[config.mk]
export PLATFORM = sky130hd
export DESIGN_NAME = traffic_light_ctrl
export DESIGN_NICKNAME = d
export VERILOG_FILES = /design/src/rtl/traffic_light_ctrl.sv
export SDC_FILE = /design/constraint.sdc
export NUM_CORES = 1
export LEC_CHECK = 0
export ABC_CLOCK_PERIOD_IN_PS = 3400
export BUFFER_PORTS_ARGS = -buffer_cell sky130_fd_sc_hd__buf_2
export CAP_MARGIN = 10
export CORE_MARGIN = 3
export CORE_UTILIZATION = 46
export DETAILED_ROUTE_END_ITERATION = 16
export PLACE_DENSITY = 0.65
export SETUP_SLACK_MARGIN = 0.02
export SYNTH_ARGS = -nofsm -noshare
export SYNTH_HDL_FRONTEND = slang
export SYNTH_SLANG_ARGS = --single-unit
[constraint.sdc]
create_clock -name clk -period 3.4 [get_ports clk]
set_input_delay 0.34 -clock clk [delete_from_list [all_inputs] [get_ports clk]]
set_output_delay 0.34 -clock clk [all_outputs]
set_load 0.005 [all_outputs]
[src/rtl/traffic_light_ctrl.sv]
// traffic_light_ctrl: deserializes LSB-first 8-bit countdown frames, shows the
// current value on a 7-segment digit and steps a RED->GREEN->YELLOW lamp
// sequence each time the countdown expires. A frame watchdog drops the
// controller into a steady-yellow FAULT state when the stream goes quiet.
module traffic_light_ctrl #(
    parameter int RED_LEN    = 2,
    parameter int GREEN_LEN  = 2,
    parameter int YELLOW_LEN = 1,
    parameter int TIMEOUT    = 200
) (
    input  logic       clk,
    input  logic       rst,
    input  logic       sin,
    input  logic       sin_vld,
    output logic       red,
    output logic       yellow,
    output logic       green,
    output logic [6:0] seg,
    output logic       frame_err,
    output logic       fault
);

    typedef enum logic [1:0] {S_RED, S_GREEN, S_YELLOW, S_FAULT} state_t;

    state_t      state;
    logic [3:0]  phase;
    logic [2:0]  bitcnt;
    logic [7:0]  shreg;
    logic [15:0] wd;

    logic        frame_done;
    logic [7:0]  frame_val;
    logic        frame_ok;
    logic        wd_expire;
    logic        unused_lsb;

    // The completing bit is still on sin, so the frame is assembled from it
    // plus the seven most recent bits; the oldest shreg bit is shifted out.
    assign frame_done = sin_vld && (bitcnt == 3'd7);
    assign frame_val  = {sin, shreg[7:1]};
    assign frame_ok   = frame_done && (frame_val <= 8'd9);
    // An accepted frame on the expiry edge wins over the watchdog.
    assign wd_expire  = !frame_ok && (wd == 16'(TIMEOUT - 1));
    assign unused_lsb = shreg[0];

    function automatic logic [6:0] seg_decode(input logic [7:0] v);
        case (v)
            8'd0:    return 7'h3F;
            8'd1:    return 7'h06;
            8'd2:    return 7'h5B;
            8'd3:    return 7'h4F;
            8'd4:    return 7'h66;
            8'd5:    return 7'h6D;
            8'd6:    return 7'h7D;
            8'd7:    return 7'h07;
            8'd8:    return 7'h7F;
            8'd9:    return 7'h6F;
            default: return 7'h00;
        endcase
    endfunction

    function automatic logic [3:0] len_of(input state_t s);
        case (s)
            S_RED:    return 4'(RED_LEN);
            S_GREEN:  return 4'(GREEN_LEN);
            S_YELLOW: return 4'(YELLOW_LEN);
            default:  return 4'd1;
        endcase
    endfunction

    function automatic state_t next_of(input state_t s);
        case (s)
            S_RED:    return S_GREEN;
            S_GREEN:  return S_YELLOW;
            default:  return S_RED;
        endcase
    endfunction

    // Lamp pattern {red, yellow, green}; exactly one bit set per state.
    function automatic logic [2:0] lamps_of(input state_t s);
        case (s)
            S_RED:    return 3'b100;
            S_GREEN:  return 3'b001;
            default:  return 3'b010;
        endcase
    endfunction

    // Shift in serial bits, count frame position and flag aborted or out-of-range frames.
    always_ff @(posedge clk) begin
        if (rst) begin
            shreg     <= 8'd0;
            bitcnt    <= 3'd0;
            frame_err <= 1'b0;
        end else begin
            frame_err <= 1'b0;
            if (sin_vld) begin
                shreg  <= {sin, shreg[7:1]};
                bitcnt <= bitcnt + 3'd1;
                if (frame_done && !frame_ok)
                    frame_err <= 1'b1;
            end else if (bitcnt != 3'd0) begin
                bitcnt    <= 3'd0;
                frame_err <= 1'b1;
            end
        end
    end

    // Count cycles since the last accepted frame, saturating at TIMEOUT.
    always_ff @(posedge clk) begin
        if (rst)
            wd <= 16'd0;
        else if (frame_ok)
            wd <= 16'd0;
        else if (wd != 16'(TIMEOUT))
            wd <= wd + 16'd1;
    end

    // Lamp state machine with registered lamp, digit and fault outputs.
    always_ff @(posedge clk) begin
        if (rst) begin
            state                 <= S_RED;
            phase                 <= 4'd0;
            {red, yellow, green}  <= 3'b100;
            seg                   <= 7'h3F;
            fault                 <= 1'b0;
        end else if (frame_ok) begin
            if (state == S_FAULT) begin
                // Only a fresh start of the countdown (value 9) restores service.
                if (frame_val == 8'd9) begin
                    state                <= S_RED;
                    phase                <= 4'd0;
                    {red, yellow, green} <= lamps_of(S_RED);
                    fault                <= 1'b0;
                    seg                  <= seg_decode(frame_val);
                end
            end else begin
                seg <= seg_decode(frame_val);
                if (frame_val == 8'd0) begin
                    if (phase + 4'd1 == len_of(state)) begin
                        state                <= next_of(state);
                        phase                <= 4'd0;
                        {red, yellow, green} <= lamps_of(next_of(state));
                    end else begin
                        phase <= phase + 4'd1;
                    end
                end
            end
        end else if (wd_expire) begin
            state                <= S_FAULT;
            phase                <= 4'd0;
            {red, yellow, green} <= 3'b010;
            fault                <= 1'b1;
            seg                  <= 7'h00;
        end
    end

endmodule

==> impl_metrics.ini <==
[run_status]
status = finished clean

[placed_design]
dp_hpwl_mm = 2.858
dp.cells = 327
io_buffers = 15
gp_congestion = 0.7439

[critical_path]
critical_path_class = reg2reg
worst_setup_path_end_kind = register
cp_num_buf_inv = 0
worstSetupStartpoint = bitcnt[0]
endpoint = red
crit_chain = ha_1, ha_1, and2_1, and3_1, o22a_2, a2111oi_0, nor2_1
r2r_cells = 7
crit_path_top_delay_cell = a2111oi_0
slowest_delay_ps = 430
required_ps = 3580
start_kind = register
worstReg2RegStart = bitcnt[0]
regToRegSetupSlack_ps = 1250
cp.depth = 7
crit_fanout = 12
cp.arrival_ps = 2330
path_delay_family = compound AO/OA/AOI/OAI gates
cpMostUsedCell = ha_1
reg2reg_to = red

[drt]
first_pass_iters = 4
viasPerCell = 5.207
drt-wirelength-per-cell_um = 12.02
routed_wl_mm = 4.014
drc = 0
ant_nets = 0
drt_iter0_markers = 113
vias = 1739

[power]
p_per_area_nw_per_um2 = 413.3
p_sw_uw = 224.8
power_frac_clock_pct = 39.2
p_seq_share_pct = 57.1
p_total_uw = 1049
leakage_uw = 0.0009504
p_sw_share_pct = 21.43
ir_drop_v = 0.0001923
p_comb_share_pct = 3.7
p_int_uw = 824.0

[timing]
relSlewSlack_pct = 61.05
worstMarginPinSlew_ps = 578.9
grt_setup_unrepaired = false
max_freq_mhz = 465.0
hold_violations = 0
slew_viol_final = 0
finClkSkew_ps = 9.853
tns_ps = 0
setup_violations = 0
fin_crit_sh_pct = 63.26
finalCriticalPeriod_ps = 2151

[flow_run]
max_cap_viol_count = 0

[clocking]
cts_buffers = 5
root_buffer = clkbuf_8
clock_sinks = 50
clock_insertion_delay_worst_skew_ps = 310
clockBufferDepth = 2
hold_buffers = 0
cts_tree = done
cts.repair.resized = 0
post_cts_buffers = 0
clk_pin_slew_worst_paths_ps = 90
h-tree-depth = 2

[synth]
ys_seq_elements = 50
synth.avg_cell_area_um2 = 9.087
ys.flop_type = dfxtp_1
syn_inst = 255
syn_area_um2 = 2317
synth.distinct_cells = 44
synth_edf_count = 0
yosysWarnings = 0
syn_nets = 271
yosysSeqAreaShare_pct = 43.20
synthArstFlopShare_pct = 0

[cells_and_area]
layout.cells.non_filler = 334
nets = 283
drive_gt1_share_pct = 13.11
layout.cells.most_common_list = dfxtp_1 (50), nor2_1 (38), a21oi_1 (18)
diodes = 0
area_delta_synth_final_pct = 9.503
mostFrequentLayoutCell = dfxtp_1

[global_routing]
grtUsageTotal_pct = 15.01
grt_max_degree = 32
antenna_found_initial = 0
overflow = 0
grt_pass1_wl_mm = 7.307
grt_pass1_vias = 1649

[floorplan]
initial_core_util_pct = 48.42
fp.coreArea_um2 = 4786
pin_count = 16
core.rowCount = 25
die_h_um = 76.98
die_w_um = 76.98
dieArea_um2 = 5925

[hold_path]
hold_class = in2reg
hp-start = sin
-- layout make-up --
class	count	area, um^2
Multi-Input combinational cell	185	1232
Tap cell	67	83.83
Inverter	10	37.54
Sequential cell	50	1001
Clock buffer	5	68.82
Clock inverter	2	38.79
Timing Repair Buffer	15	75.07
Fill cell	461	2248
-- metrics by stage --
stage	area (um^2)	utilization (%)	worst slack [ps]	hold WS, ps
finish	2537	53.02	1249	325.8
global route	2537	53.02	1022	342.1
CTS	2537	53.02	1258	319.8
detailed placement	2430	50.77	1299	440.3
global placement	2430	50.77	1333	436.3
floorplan	2317	-	1585	433.2
-- cell families after synthesis --
family                   count (synthesis)  synth area share, %
buffers and inverters                   20                3.618
flip-flops                              50                43.20
AO/OA/AOI/OAI                           49                14.58
AND/OR/NAND/NOR                         99                22.25
adder cells (fa/ha/maj)                 12                6.479
multiplexers                             8                3.456
XOR/XNOR                                17                6.426
-- Yosys cell counts (2+ instances only) --
| cell | instances | area [um^2] |
|---|---|---|
| a211oi_1 | 2 | 15.01 |
| a21oi_1 | 18 | 90.09 |
| a221o_1 | 6 | 60.06 |
| and2_1 | 2 | 12.51 |
| and3_1 | 3 | 18.77 |
| and3b_1 | 2 | 17.52 |
| buf_1 | 2 | 7.510 |
| buf_2 | 4 | 20.02 |
| clkbuf_1 | 3 | 11.26 |
| dfxtp_1 | 50 | 1001 |
| ha_1 | 12 | 150.1 |
| inv_1 | 9 | 33.78 |
| mux2i_1 | 8 | 80.08 |
| nand2_1 | 16 | 60.06 |
| nand3_1 | 12 | 60.06 |
| nand3b_1 | 2 | 15.01 |
| nand4_1 | 4 | 25.02 |
| nor2_1 | 38 | 142.6 |
| nor2b_1 | 2 | 12.51 |
| nor3_1 | 2 | 10.01 |
| nor4_2 | 3 | 37.54 |
| o21ai_0 | 11 | 55.05 |
| o22ai_1 | 4 | 25.02 |
| or2_2 | 4 | 25.02 |
| or3_1 | 2 | 12.51 |
| xnor2_1 | 8 | 70.07 |
| xor2_1 | 9 | 78.83 |
-- worst min-delay path by stage --
| stage | end | slack (ps) | cells after the start |
|---|---|---|---|
| floorplan | seg[0] | 430 | 1 |
| global placement | seg[5] | 440 | 1 |
| detailed placement | seg[3] | 440 | 1 |
| CTS | shreg[7] | 320 | 3 |
| global route | shreg[7] | 340 | 3 |
| finish | shreg[7] | 330 | 3 |
-- power groups by stage --
| stage | sequential (uW) | combinational [uW] | clock, uW |
|---|---|---|---|
| floorplan | 611 | 31.7 | 0 |
| global placement | 612 | 38.3 | 0 |
| detailed placement | 613 | 39.4 | 0 |
| CTS | 599 | 39.5 | 427 |
| global route | 601 | 45.0 | 454 |
| finish | 599 | 38.9 | 411 |
-- per-layer routing --
| metal | wire [um] | vias to the layer above | global-route usage (%) |
|---|---|---|---|
| met4 | 42 | 0 | 4.804 |
| met5 | 0 | - | 0 |
| met2 | 1692 | 25 | 22.39 |
| li1 | - | 918 | - |
| met3 | 163 | 5 | 5.047 |
| met1 | 2115 | 791 | 20.44 |
-- worst register-to-register path, cell delays in order (launching register included) --
cell and delay [ps]:
dfxtp_1 330, ha_1 190, ha_1 160, and2_1 180, and3_1 290, o22a_2 350, a2111oi_0 440, nor2_1 90
Note: power is estimated with default switching activity, not from simulation.
